File: src/rtl/ttl_pkg.sv
// Shared definitions for the 74-series quad 2-input gate self-test sequencer.
package ttl_pkg;

    // Gate type codes as presented on gate_type
    typedef enum logic [1:0] {
        TTL_NAND = 2'd0,
        TTL_AND  = 2'd1,
        TTL_OR   = 2'd2,
        TTL_XOR  = 2'd3
    } ttl_type_e;

    // Sequencer state encoding
    typedef enum logic [1:0] {
        ST_IDLE   = 2'd0,
        ST_SETTLE = 2'd1,
        ST_CHECK  = 2'd2,
        ST_DONE   = 2'd3
    } ttl_state_e;

    // Golden 2-input function of one gate of the given package type
    function automatic logic ttl_gate_eval(input logic [1:0] gtype, input logic a, input logic b);
        logic y;
        case (gtype)
            TTL_NAND: y = ~(a & b);
            TTL_AND:  y = a & b;
            TTL_OR:   y = a | b;
            default:  y = a ^ b;
        endcase
        return y;
    endfunction

endpackage

File: src/rtl/ttl_quad_gate_sequencer.sv
// Walks one quad 2-input gate package through its full truth table and reports pass/fail.
module ttl_quad_gate_sequencer
    import ttl_pkg::*;
#(
    parameter int unsigned SETTLE_CYCLES = 2,
    parameter int unsigned NGATES        = 4
) (
    input  logic              clk,
    input  logic              rst,
    input  logic              start,
    input  logic [1:0]        gate_type,
    input  logic [NGATES-1:0] dut_y,
    output logic [NGATES-1:0] dut_a,
    output logic [NGATES-1:0] dut_b,
    output logic              busy,
    output logic              done,
    output logic              pass,
    output logic [NGATES-1:0] fail_mask,
    output logic [1:0]        fail_vec
);

    localparam int unsigned CLOG_S = $clog2(SETTLE_CYCLES + 1);
    localparam int unsigned CNT_W  = (CLOG_S > 1) ? CLOG_S : 1;
    localparam int unsigned RELOAD_VAL = (SETTLE_CYCLES == 0) ? 0 : SETTLE_CYCLES - 1;
    localparam logic [CNT_W-1:0] RELOAD = CNT_W'(RELOAD_VAL);
    // With zero settle time a freshly driven vector is checked on the very next cycle
    localparam ttl_state_e FIRST_ST = (SETTLE_CYCLES == 0) ? ST_CHECK : ST_SETTLE;

    ttl_state_e        state_q, state_d;
    logic [1:0]        vec_q, vec_d;
    logic [CNT_W-1:0]  cnt_q, cnt_d;
    logic [1:0]        type_q, type_d;
    logic [NGATES-1:0] dut_a_d, dut_b_d, fail_mask_d;
    logic              busy_d, done_d, pass_d;
    logic [1:0]        fail_vec_d;
    logic              exp_bit;
    logic [NGATES-1:0] mm;
    logic [1:0]        vec_nx;

    // State and output registers
    always_ff @(posedge clk) begin
        if (rst) begin
            state_q   <= ST_IDLE;
            vec_q     <= 2'd0;
            cnt_q     <= '0;
            type_q    <= 2'd0;
            dut_a     <= '0;
            dut_b     <= '0;
            busy      <= 1'b0;
            done      <= 1'b0;
            pass      <= 1'b0;
            fail_mask <= '0;
            fail_vec  <= 2'd0;
        end else begin
            state_q   <= state_d;
            vec_q     <= vec_d;
            cnt_q     <= cnt_d;
            type_q    <= type_d;
            dut_a     <= dut_a_d;
            dut_b     <= dut_b_d;
            busy      <= busy_d;
            done      <= done_d;
            pass      <= pass_d;
            fail_mask <= fail_mask_d;
            fail_vec  <= fail_vec_d;
        end
    end

    // Next-state, vector drive and result accumulation
    always_comb begin
        state_d     = state_q;
        vec_d       = vec_q;
        cnt_d       = cnt_q;
        type_d      = type_q;
        dut_a_d     = dut_a;
        dut_b_d     = dut_b;
        done_d      = 1'b0;
        pass_d      = pass;
        fail_mask_d = fail_mask;
        fail_vec_d  = fail_vec;
        vec_nx      = vec_q + 2'd1;

        // X/Z on a gate output is a mismatch, hence the case inequality
        exp_bit = ttl_gate_eval(type_q, vec_q[1], vec_q[0]);
        mm      = '0;
        for (int i = 0; i < int'(NGATES); i++) begin
            mm[i] = (dut_y[i] !== exp_bit);
        end

        case (state_q)
            ST_IDLE: begin
                if (start) begin
                    type_d      = gate_type;
                    fail_mask_d = '0;
                    fail_vec_d  = 2'd0;
                    pass_d      = 1'b0;
                    vec_d       = 2'd0;
                    dut_a_d     = '0;
                    dut_b_d     = '0;
                    cnt_d       = RELOAD;
                    state_d     = FIRST_ST;
                end
            end
            ST_SETTLE: begin
                if (cnt_q == '0) begin
                    state_d = ST_CHECK;
                end else begin
                    cnt_d = cnt_q - CNT_W'(1);
                end
            end
            ST_CHECK: begin
                fail_mask_d = fail_mask | mm;
                // fail_mask is cleared at start, so empty means no earlier failure this run
                if ((mm != '0) && (fail_mask == '0)) begin
                    fail_vec_d = vec_q;
                end
                if (vec_q != 2'd3) begin
                    vec_d   = vec_nx;
                    dut_a_d = {NGATES{vec_nx[1]}};
                    dut_b_d = {NGATES{vec_nx[0]}};
                    cnt_d   = RELOAD;
                    state_d = FIRST_ST;
                end else begin
                    dut_a_d = '0;
                    dut_b_d = '0;
                    done_d  = 1'b1;
                    pass_d  = (fail_mask_d == '0);
                    state_d = ST_DONE;
                end
            end
            default: begin
                state_d = ST_IDLE;
            end
        endcase

        busy_d = (state_d == ST_SETTLE) || (state_d == ST_CHECK);
    end

endmodule

File: config.mk
export PLATFORM = sky130hd
export DESIGN_NAME = ttl_quad_gate_sequencer
export DESIGN_NICKNAME = d
export VERILOG_FILES = /design/src/rtl/ttl_pkg.sv /design/src/rtl/ttl_quad_gate_sequencer.sv
export SDC_FILE = /design/constraint.sdc
export NUM_CORES = 1
export LEC_CHECK = 0
export ABC_AREA = 1
export CORE_ASPECT_RATIO = 1.1
export CORE_UTILIZATION = 35
export CTS_BUF_LIST = sky130_fd_sc_hd__clkbuf_8 sky130_fd_sc_hd__clkbuf_16
export DETAILED_ROUTE_END_ITERATION = 16
export SETUP_SLACK_MARGIN = 0.02
export SYNTH_ARGS = -nofsm -noshare
export SYNTH_HDL_FRONTEND = slang
export SYNTH_SLANG_ARGS = --single-unit
File: constraint.sdc
create_clock -name clk -period 2.4 [get_ports clk]
set_clock_uncertainty 0.1 [all_clocks]
set_input_delay 0.36 -clock clk [delete_from_list [all_inputs] [get_ports clk]]
set_output_delay 0.36 -clock clk [all_outputs]
set_load 0.05 [all_outputs]
# [Yosys cells after proc, flatten, opt, wreduce, memory -nomap -nowiden]
# Cells that the tools add are included.
[op_classes] addsub=2 eq_ne=16 muxes=24 bitwise=6 reduce_logical=17
[ops] operator="$pmux 4 s2" count=3
[ops] operator="$mux 2" count=9
[ops] operator="$mux 4" count=3
[ops] operator="$ne 2x2->1 const B" count=6
[ops] operator="$pmux 2 s3" count=2
[ops] operator="$reduce_and 3->1" count=3
[ops] operator="$logic_not 4->1" count=2
[ops] operator="$pmux 2 s2" count=2
[ops] operator="$eq 2x1->1 const B" count=3
[ops] operator="$eq 2x2->1 const B" count=3
[ops] operator="$logic_not 2->1" count=3
[ops] operator="$nex 1x1->1" count=4
[ops] operator="$or 4x4->4" count=1
[ops] operator="$reduce_and 2->1" count=2
[ops] operator="$reduce_and 4->1" count=1
[ops] operator="$reduce_bool 4->1" count=1
[ops] operator="$mux 1" count=3
[ops] operator="$pmux 1 s3" count=1
[ops] operator="$reduce_bool 3->1" count=1
[ops] operator="$add 2x1->2 const B" count=1
[ops] operator="$not 1->1" count=2
[ops] operator="$pmux 1 s2" count=1
[ops] operator="$reduce_bool 2->1" count=1
[ops] operator="$reduce_or 2->1" count=1
[ops] operator="other kinds (6)" count=6
[totals] register_bits=25 inputBits=9 output_inout_bits=17 wordCells=76

# [Longest topological paths before layout]
# Gate-level depths: netlist of run 1.
[depth] ltp_word=8 mapped_depth=13 mapped_depth_nobuf=13

# [Worst setup path after synthesis of run 1]
# OpenSTA, ideal clock, no wires.
[synth_timing] kind="register to register" startpoint="register vec_q[0]" endpoint="register fail_vec[0]" setup_time_ns=0.115 t_arrival_ns=1.467 t_required_ns=2.185 slack_ns=0.718 stages_incl_launch_ff=13 path_buffers=0 period_less_slack_ns=1.682 cell_sequence="dfxtp_1 > inv_1 > ha_1 > nand2_1 > nand3_2 > nand3b_1 > nand2_1 > nor2_2 > nand2_1 > nand2_2 > nand3_1 > nand2_1 > nor2_1"
[synth_via] elab_chain_cells=8 elab_cells_between_ends=15 classes_between="eq/ne (5); mux (3); bitwise (4); reduce/logical (3)"
[synth_lines] item="start: declaration" line_no="ttl_quad_gate_sequencer.sv:30" rtl="logic [1:0] vec_q, vec_d;"
[synth_lines] item="start signal: assignment" line_no="ttl_quad_gate_sequencer.sv:56" rtl="vec_q <= vec_d;"
[synth_lines] item="$and 1x1->1" line_no="ttl_pkg.sv:24, ttl_pkg.sv:25"
[synth_lines] item="$not 1->1" line_no="ttl_pkg.sv:24" rtl="TTL_NAND: y = ~(a & b);"
[synth_lines] item="$pmux 1 s3" line_no="ttl_pkg.sv:23" rtl="case (gtype)"
[synth_lines] item="$nex 1x1->1" line_no="ttl_quad_gate_sequencer.sv:87" rtl="mm[i] = (dut_y[i] !== exp_bit);"
[synth_lines] item="$reduce_bool 4->1" line_no="ttl_quad_gate_sequencer.sv:114" rtl="if ((mm != '0) && (fail_mask == '0)) begin"
[synth_lines] item="$logic_and 1x1->1" line_no="ttl_quad_gate_sequencer.sv:114"
[synth_lines] item="$ne 2x2->1 (no line)"
[synth_lines] item="$reduce_and 3->1 (no line)"
[synth_lines] item="end signal: assignment" line_no="ttl_quad_gate_sequencer.sv:65" rtl="fail_vec <= fail_vec_d;"
[synth_lines] item="end: declaration" line_no="ttl_quad_gate_sequencer.sv:19" rtl="output logic [1:0] fail_vec"
# Several ways; a longest one is shown, not always the timed one. The select of a mux whose other input is x is not followed.
# A chain may end at the register's enable or synchronous reset.

# [Worst setup path in the final report of run 1]
[layout_timing] startpoint="register dut_b[2]" endpoint="output dut_b[2]"
[layout_lines] item="start: declaration" line_no="ttl_quad_gate_sequencer.sv:14" rtl="output logic [NGATES-1:0] dut_b,"
[layout_lines] item="start signal: assignment" line_no="ttl_quad_gate_sequencer.sv:60" rtl="dut_b <= dut_b_d;"
# No word-level cell between the ends.

==> run metrics, run 1 <==
Syn Nets 157; IO Port Bufs 25; R2R depth 13; hold path depth 2; Resize count post-CTS 0; type of the tightest min-delay check reg -> reg; Power Dens Cells 620.5 nW/um^2; CORE AREA 2778 sq um; Final Instance Area 1321 sq um; vias per cell 4.735; CTS max path bufs 2; Peak VDD IR 290.2 uV; CP startpoint kind flip-flop; overall routed net length 2171 um; fin crit period 1.947 ns; Setup TNS 0 ns; Tot GR Track Use 15.37%; dpl cell area 1276 sq um; post-layout util 47.57%; Worst-Skew Late Latency 0.26 ns; pin count of the biggest net entering global routing 11; RSZ-0062 raised after global routing false; CP max-delay cell clkdlybuf4s50_1; TritonCTS Buffers 3; starting density of the core 36.94%; Tcrit/Tclk final 81.11%; met2 Use GR 26.96%; WL per Instance 10.86 um; Rel. slew slack 66.90%; fraction of layout cells with a size suffix above 1 9.581%; Antenna diodes 0; status finished, final reports clean; final-stage net count 181; io pins 26; Die Height 58.79 um; die area 3152 sq um; grt total ovfl 0; CP cell instances clkdlybuf4s50_1; Yosys reg bits 19; Clk Tree Root Cell clkbuf_8; met1 Use GR 18.01%; CP Depth 1; Worst EP required 1.94 ns; Die X 53.62 um; antenna violations before repair 0; Global Route met3 Usage 3.876%; commonest non-fill, non-tap cell in the layout clkdlybuf4s50_1; CP max stage delay 0.83 ns; sequential area share after synthesis 37.07%; most frequent cells in the layout clkdlybuf4s50_1, inv_1, nand2_1; Yosys warnings 0; Setup WS post-layout 0.4534 ns; clk slew on worst S/H paths 0.07 ns; Static Leak 0.5951 nW; Residual DRC 0; hold_ws 0.3647 ns; pre-CTS setup slack 0.5208 ns; first-pass GRT wire length 3574 um; GP Congestion 0.8088; CP bufs+invs 1; CP max FO 5; detailed router's first-iteration violation count 9; DR pass1 iterations 4; Crit path max-delay family buffers and inverters; Final setup viols 0; CTS H-tree depth 1; vias 947; Mapped Area 1026 sq um; Top FF cell, synth dfxtp_1; Crit Path Category reg -> out; Mapped Cells 144; Netlist cell types 20; maxcap violations 0; Worst-Margin Slew 0.4950 ns; Post-CTS Setup Bufs 0; Site Rows 20; hpwl dp 1772 um; maximum clock rate 513.7 MHz; Post-synth EDFFs 0; crit end category output pin; fraction of registers with async set or reset after synthesis 0%; Max Slew Vio Count 0; Layout Area Growth over Synthesis 28.78%; Syn Area/Cell 7.125 sq um; Final ANT Viol Nets 0; Critical Path AT 1.49 ns; vias in the first global route 863; Final Hold Vio Count 0; # clock sinks 19; Hold Buf Count CTS 0; CTS tree yes; Most Crowded Layer GR met2
where the power goes:
group	internal [mW]	total [mW]	switching [mW]
Combinational	0.0877	0.244	0.156
Sequential	0.340	0.357	0.0167
Clock	0.114	0.219	0.105
Total	0.542	0.820	0.278
flip-flops by register name, summed over array words and instances (netlist names):
register	cells
cnt_q	2
fail_mask	4
done	1
dut_a	1
busy	1
type_q	2
vec_q	2
state_q	2
pass	1
dut_b	1
fail_vec	2
layer usage:
layer / up-vias / wire length [um]
met5: - / 0
met4: 0 / 19
met3: 3 / 91
met2: 19 / 1094
met1: 423 / 965
li1: 502 / -
metrics by stage:
stage	total power [mW]	cells
global route	0.8707	200
floorplan	0.5430	144
global placement	0.6064	196
CTS	0.8305	200
finish	0.8198	200
detailed placement	0.6104	196
cells in the mapped netlist (3+ instances only):
| library cell | instances | area (sq um) |
|---|---|---|
| nand3_1 | 12 | 60.06 |
| inv_1 | 23 | 86.33 |
| nand3_2 | 6 | 60.06 |
| a21oi_1 | 14 | 70.07 |
| nor2_1 | 12 | 45.04 |
| o21ai_0 | 6 | 30.03 |
| nand2_2 | 3 | 18.77 |
| ha_1 | 4 | 50.05 |
| nor3_1 | 3 | 15.01 |
| buf_4 | 6 | 45.04 |
| nand2_1 | 24 | 90.09 |
| dfxtp_1 | 19 | 380.4 |
worst min-delay path: stages (launching register included):
cell and delay [ns]:
dfxtp_1 0.30, inv_1 0.06, a21oi_1 0.06
path summary, 6_finish.rpt:
path             from           to  slack (ns)
min reg2reg  cnt_q[1]     cnt_q[1]        0.36
max reg2reg  vec_q[0]  fail_vec[1]        0.51
max          dut_b[2]     dut_b[2]        0.45
min          cnt_q[1]     cnt_q[1]        0.36
final cells by class:
type                       count  area, sq um
clock buffer                   3        41.29
clock inverter                 1        3.754
fill                         299         1456
inverter                      25        93.84
multi-input combinational     93        503.0
sequential                    19        380.4
tap                           33        41.29
timing repair buffer          26        257.7
cell families after synthesis:
kind of cell	Yosys count	synth area share, %
AO/OA/AOI/OAI	26	13.90
buffers and inverters	32	13.90
AND/OR/NAND/NOR	63	30.24
adder cells (fa/ha/maj)	4	4.878
flip-flops	19	37.07
Note: power is estimated with default switching activity, not from simulation.
==> inputs of run 2 (changes only) <==
==> constraint.sdc (replaced) <==
create_clock -name clk -period 1.61 [get_ports clk]
set_clock_uncertainty 0.1 [all_clocks]
set_input_delay 0.2415 -clock clk [delete_from_list [all_inputs] [get_ports clk]]
set_output_delay 0.2415 -clock clk [all_outputs]
set_load 0.05 [all_outputs]
==> run 2 against run 1 <==
- the run now ends with negative setup slack left
- non-clock buffer count rose by 15
- setup slack got worse by 0.55 ns
- utilization rose by 11 points
- critical path type is now reg -> reg
- highest routed layer unchanged
==> run metrics, run 2 (synthesis gave the netlist of run 1 again) <==
status complete, but fails checks (was finished, final reports clean); failing checks negative setup slack; Setup WS post-layout -0.09293 ns (was 0.4534 ns); hpwl dp 1831 um (was 1772 um); Top Layer Used met4 (unchanged); hold_sp cnt_q[1] (unchanged); CP cell instances inv_2 > ha_4 > inv_2 > nand2_2 > nand3_4 > nand3_2 > nand2_2 > nor2_2 > nand2_1 > nand2_2 > nand3_2 > nand2_1 > nor2_1 (was clkdlybuf4s50_1); Max Slew Vio Count 0 (unchanged); largest reg by FF count fail_mask (unchanged); Layout Area Growth over Synthesis 58.90% (was 28.78%); Reg2Reg Setup Slack -0.09 ns (was 0.51 ns); overall routed net length 2430 um (was 2171 um); # clock sinks 19 (unchanged); maxcap violations 0 (unchanged); hold path depth 2 (unchanged); DR pass1 iterations 4 (unchanged); Final setup viols 5 (was 0); fraction of layout cells with a size suffix above 1 36.81% (was 9.581%); Clk Tree Root Cell clkbuf_8 (unchanged); Final Instance Area 1630 sq um (was 1321 sq um); Worst-Margin Slew 0.4400 ns (was 0.4950 ns); Final Hold Vio Count 0 (unchanged); pin count of the biggest net entering global routing 13 (was 11); commonest non-fill, non-tap cell in the layout inv_1 (was clkdlybuf4s50_1); io pins 26 (unchanged); vias in the first global route 1068 (was 863); Antenna diodes 0 (unchanged); dpl cell area 1474 sq um (was 1276 sq um); CP max stage delay 0.36 ns (was 0.83 ns); clk slew on worst S/H paths 0.08 ns (was 0.07 ns); WL per Instance 11.30 um (was 10.86 um); Pwr Total 1.379 mW (was 0.8198 mW); CTS tree yes (unchanged); CTS H-tree depth 1 (unchanged); Static Leak 0.7475 nW (was 0.5951 nW); IO Port Bufs 25 (unchanged); Critical R2R Launch vec_q[1] (was vec_q[0]); RR Endpoint fail_vec[1] (unchanged); antenna violations before repair 0 (unchanged); CP max-delay cell dfxtp_2 (was clkdlybuf4s50_1); R2R depth 13 (unchanged); CP max FO 4 (was 5); Crit Path Category reg -> reg (was reg -> out); Critical Path AT 1.77 ns (was 1.49 ns); first-pass GRT wire length 4229 um (was 3574 um); max reg flops 4 (unchanged); Worst-Skew Late Latency 0.26 ns (about the same); Tot GR Track Use 18.74% (was 15.37%); GP Congestion 0.7827 (was 0.8088); die area 3152 sq um (unchanged); Final ANT Viol Nets 0 (unchanged); detailed router's first-iteration violation count 8 (was 9); Die Height 58.79 um (unchanged); maximum clock rate 587.2 MHz; CTS max path bufs 2 (unchanged); Worst EP required 1.68 ns (was 1.94 ns); Tcrit/Tclk final 105.8%; most frequent cells in the layout inv_1, nand2_1, buf_4 (was clkdlybuf4s50_1, inv_1, nand2_1); most used cell, CP nand2_2; Power Dens Cells 846.1 nW/um^2 (was 620.5 nW/um^2); grt total ovfl 0 (unchanged); CP startpoint kind flip-flop (unchanged); TritonCTS Buffers 3 (unchanged); Hold Path End cnt_q[1] (unchanged); final-stage net count 196 (was 181); Site Rows 20 (unchanged); Residual DRC 0 (unchanged); metal3 WL 89 um (was 91 um); type of the tightest min-delay check reg -> reg (unchanged); Peak VDD IR 811.3 uV (was 290.2 uV); DRT met1 WL 1032 um (was 965 um); starting density of the core 36.94% (unchanged); crit end category flip-flop (was output pin); fin crit period 1.703 ns; Rel. slew slack 70.63% (was 66.90%); RSZ-0062 raised after global routing true (was false); vias per cell 4.870 (was 4.735); Die X 53.62 um (unchanged); vias 1047 (was 947); CORE AREA 2778 sq um (unchanged); met2 routed WL 1242 um (was 1094 um)
[run 2: cell types whose count changed in the layout (fill, tap and decap cells not counted), sizes merged]
cell           change
buf               +32
clkdlybuf4s50     -17
clkinvlp           +1
inv                -1
[run 2: layer usage]
| layer | vias to the layer above | track usage [%] |
|---|---|---|
| li1 | 537 | - |
| met1 | 492 | 18.98 |
| met2 | 14 | 33.93 |
| met3 | 4 | 3.876 |
| met4 | 0 | 11.65 |
| met5 | - | 0 |
[run 2: what timing repair did]
item                       4_1_cts  5_1_grt
gates resized for setup         13        6
hold buffers                     0        0
setup buffers                    4        2
setup endpoints to repair        4        7
pin swaps                       11        8
[run 2: final cells by class]
| class | instances | area (sq um) |
|---|---|---|
| Sequential cell | 19 | 385.4 |
| Clock buffer | 3 | 41.29 |
| Multi-Input combinational cell | 93 | 575.6 |
| Clock inverter | 1 | 7.507 |
| Timing Repair Buffer | 41 | 485.5 |
| Inverter | 25 | 93.84 |
| Tap cell | 33 | 41.29 |
| Fill cell | 271 | 1147 |
[run 2: critical path, delay by kind of cell (launching register included)]
| family | cells | cell delay [ns] |
|---|---|---|
| buffers and inverters | 2 | 0.10 |
| and+or+nand+nor | 10 | 0.76 |
| adders and majority gates | 1 | 0.29 |
| DFF | 1 | 0.36 |
[run 2: worst max-delay path by stage]
| stage | depth (start not counted) | slack, ns | start | to |
|---|---|---|---|---|
| 3_5_place_dp | 12 | -0.11 | vec_q[0] | fail_vec[1] |
| 3_3_place_gp | 13 | -0.04 | vec_q[0] | fail_vec[0] |
| 2_1_floorplan | 13 | 0.04 | vec_q[0] | fail_vec[0] |
| 4_1_cts | 12 | -0.1 | vec_q[1] | fail_vec[1] |
| 6_report | 13 | -0.09 | vec_q[1] | fail_vec[1] |
| 5_1_grt | 13 | -0.22 | vec_q[1] | fail_vec[0] |
[run 2: where the power goes]
group,leakage [nW],internal (mW),switching [mW]
clock,0.0217,0.175,0.172
combinational,0.569,0.223,0.269
sequential,0.156,0.507,0.0331
[run 2: through the flow]
stage	setup WS, ns	TNS [ns]	std cells	hold slack [ns]	util (%)
6_report	-0.09293	-0.2797	215	0.3730	58.69
2_1_floorplan	0.03732	0	144	0.3332	-
5_1_grt	-0.2243	-0.9608	215	0.4087	58.69
4_1_cts	-0.09875	-0.2229	214	0.3751	57.70
3_3_place_gp	-0.04271	-0.08330	206	0.3447	53.06
3_5_place_dp	-0.1148	-0.2413	206	0.3631	53.06
==> inputs of run 3 (changes only) <==
--- a/config.mk
+++ b/config.mk
@@ -10,6 +10,7 @@
 export CORE_UTILIZATION = 35
 export CTS_BUF_LIST = sky130_fd_sc_hd__clkbuf_8 sky130_fd_sc_hd__clkbuf_16
 export DETAILED_ROUTE_END_ITERATION = 16
+export GPL_TIMING_DRIVEN = 0
 export SETUP_SLACK_MARGIN = 0.02
 export SYNTH_ARGS = -nofsm -noshare
 export SYNTH_HDL_FRONTEND = slang
==> run 3 against run 2 <==
- clock-buffer cell count is the same
- largest power group unchanged
- register-to-register slack barely moved
- sequential share of layout area up 1.7 points
- via count down 4.2%
- the run still ends with negative setup slack left
- non-clock buffer count is 1 higher
- largest cell class unchanged
- critical path depth unchanged
- sequential power is 1% lower
==> run metrics, run 3 (synthesis gave the netlist of run 1 again) <==
CP startpoint kind flip-flop (unchanged); Setup WS post-layout -0.1062 ns (was -0.09293 ns); CTS tree yes (unchanged); Worst-Margin Slew 0.4948 ns (was 0.4400 ns); Tcrit/Tclk final 106.6% (was 105.8%); failing checks negative setup slack (unchanged); GP Congestion 0.7328 (was 0.7827); CP max FO 4 (unchanged); Die Height 58.79 um (unchanged); first-pass GRT wire length 3767 um (was 4229 um); vias in the first global route 974 (was 1068); clk slew on worst S/H paths 0.07 ns (was 0.08 ns); die area 3152 sq um (unchanged); detailed router's first-iteration violation count 3 (was 8); Worst EP required 1.66 ns (was 1.68 ns); overall routed net length 2226 um (was 2430 um); Peak VDD IR 613.4 uV (was 811.3 uV); fin crit period 1.716 ns (was 1.703 ns); Crit Path Category reg -> reg (unchanged); pin count of the biggest net entering global routing 11 (was 13); Tot GR Track Use 16.23% (was 18.74%); IO Port Bufs 25 (unchanged); Clk Tree Root Cell clkbuf_8 (unchanged); CTS max path bufs 2 (unchanged); CTS H-tree depth 1 (unchanged); CP cell instances inv_2 > ha_4 > inv_2 > nand2_2 > nand3_4 > nand3_2 > nand2_2 > nor2_2 > nand2_1 > nand2_2 > nand3_2 > nand2_1 > nor2_1 (unchanged); Site Rows 20 (unchanged); Rel. slew slack 67.15% (was 70.63%); grt total ovfl 0 (unchanged); vias per cell 4.644 (was 4.870); io pins 26 (unchanged); Max Slew Vio Count 0 (unchanged); WL per Instance 10.31 um (was 11.30 um); TritonCTS Buffers 3 (unchanged); Power Dens Cells 859.7 nW/um^2 (was 846.1 nW/um^2); # clock sinks 19 (unchanged); most frequent cells in the layout inv_1, nand2_1, buf_4, dfxtp_1, a21oi_1 (was inv_1, nand2_1, buf_4); type of the tightest min-delay check reg -> reg (unchanged); crit end category flip-flop (unchanged); CORE AREA 2778 sq um (unchanged); Die X 53.62 um (unchanged); Static Leak 0.7366 nW (was 0.7475 nW); RSZ-0062 raised after global routing true (unchanged); Final ANT Viol Nets 0 (unchanged); Final Hold Vio Count 0 (unchanged); maximum clock rate 582.7 MHz (was 587.2 MHz); maxcap violations 0 (unchanged); Layout Area Growth over Synthesis 47.07% (was 58.90%); Worst-Skew Late Latency 0.25 ns (was 0.26 ns); most used cell, CP nand2_2 (unchanged); hpwl dp 1723 um (was 1831 um); Residual DRC 0 (unchanged); Non-Filler Instances 216 (was 215); max reg flops 4 (unchanged); Antenna diodes 0 (unchanged); Final setup viols 3 (was 5); fraction of layout cells with a size suffix above 1 31.15% (was 36.81%); starting density of the core 36.94% (unchanged); largest reg by FF count fail_mask (unchanged); DR pass1 iterations 2 (was 4); Critical Path AT 1.77 ns (about the same); post-layout util 54.32% (was 58.69%); final-stage net count 197 (was 196); Post-Place Cells 202 (was 206); status complete, but fails checks (unchanged); vias 1003 (was 1047); CP max-delay cell dfxtp_2 (unchanged); antenna violations before repair 0 (unchanged); CP max stage delay 0.36 ns (about the same)
-- run 3: path summary, 6_finish.rpt --
path         startpoint          end  slack [ns]  cells past startpoint
min            cnt_q[1]     cnt_q[1]        0.37                      2
min reg2reg    cnt_q[1]     cnt_q[1]        0.37                      2
max            vec_q[0]  fail_vec[1]       -0.11                     13
max reg2reg    vec_q[0]  fail_vec[1]       -0.11                     13
-- run 3: cell type report --
class / count / area [sq um]
inverters: 25 / 93.84
clock buffers: 3 / 41.29
flip-flops and latches: 19 / 382.9
plain buffers: 7 / 48.80
clock inverters: 1 / 3.754
fillers: 296 / 1269
multi-input cells: 93 / 581.8
well taps: 33 / 41.29
repair buffers: 35 / 315.3
-- run 3: through the flow --
stage / hold WS (ns) / area [sq um] / total power, mW / setup slack (ns) / setup TNS [ns]
2_1_floorplan: 0.3332 / 1041 / 0.8176 / 0.03732 / 0
3_3_place_gp: 0.3441 / 1333 / 0.9151 / -0.1121 / -0.5053
3_5_place_dp: 0.3637 / 1333 / 0.9235 / -0.1490 / -0.6966
4_1_cts: 0.3741 / 1494 / 1.294 / -0.08645 / -0.1912
5_1_grt: 0.4011 / 1509 / 1.382 / -0.2279 / -0.6147
6_report: 0.3650 / 1509 / 1.297 / -0.1062 / -0.2357
-- run 3: metal layers --
metal | share of wire, % | wire length (um) | vias up | track usage, %
met5 | 0 | 0 | - | 0
met4 | 1.1 | 25 | 0 | 6.767
met3 | 2.9 | 65 | 4 | 2.326
met2 | 50 | 1117 | 14 | 29.11
met1 | 46 | 1017 | 449 | 18.70
li1 | - | - | 536 | -
-- run 3: critical path: cells and delay by family (launching register included) --
| kind | cells | cell delay, ns |
|---|---|---|
| DFF | 1 | 0.36 |
| adders and majority gates | 1 | 0.28 |
| and+or+nand+nor | 10 | 0.79 |
| buffers and inverters | 2 | 0.10 |
-- run 3: repair_timing --
item	in CTS	in global routing
buffers inserted	8	2
hold buffers	0	0
endpoints found under the setup margin	20	6
resized for setup	45	0
pin swaps	8	7
-- run 3: where the power goes --
group | internal [mW] | switching (mW) | total (mW)
Clock | 0.169 | 0.155 | 0.325
Combinational | 0.178 | 0.262 | 0.440
Sequential | 0.508 | 0.0248 | 0.533
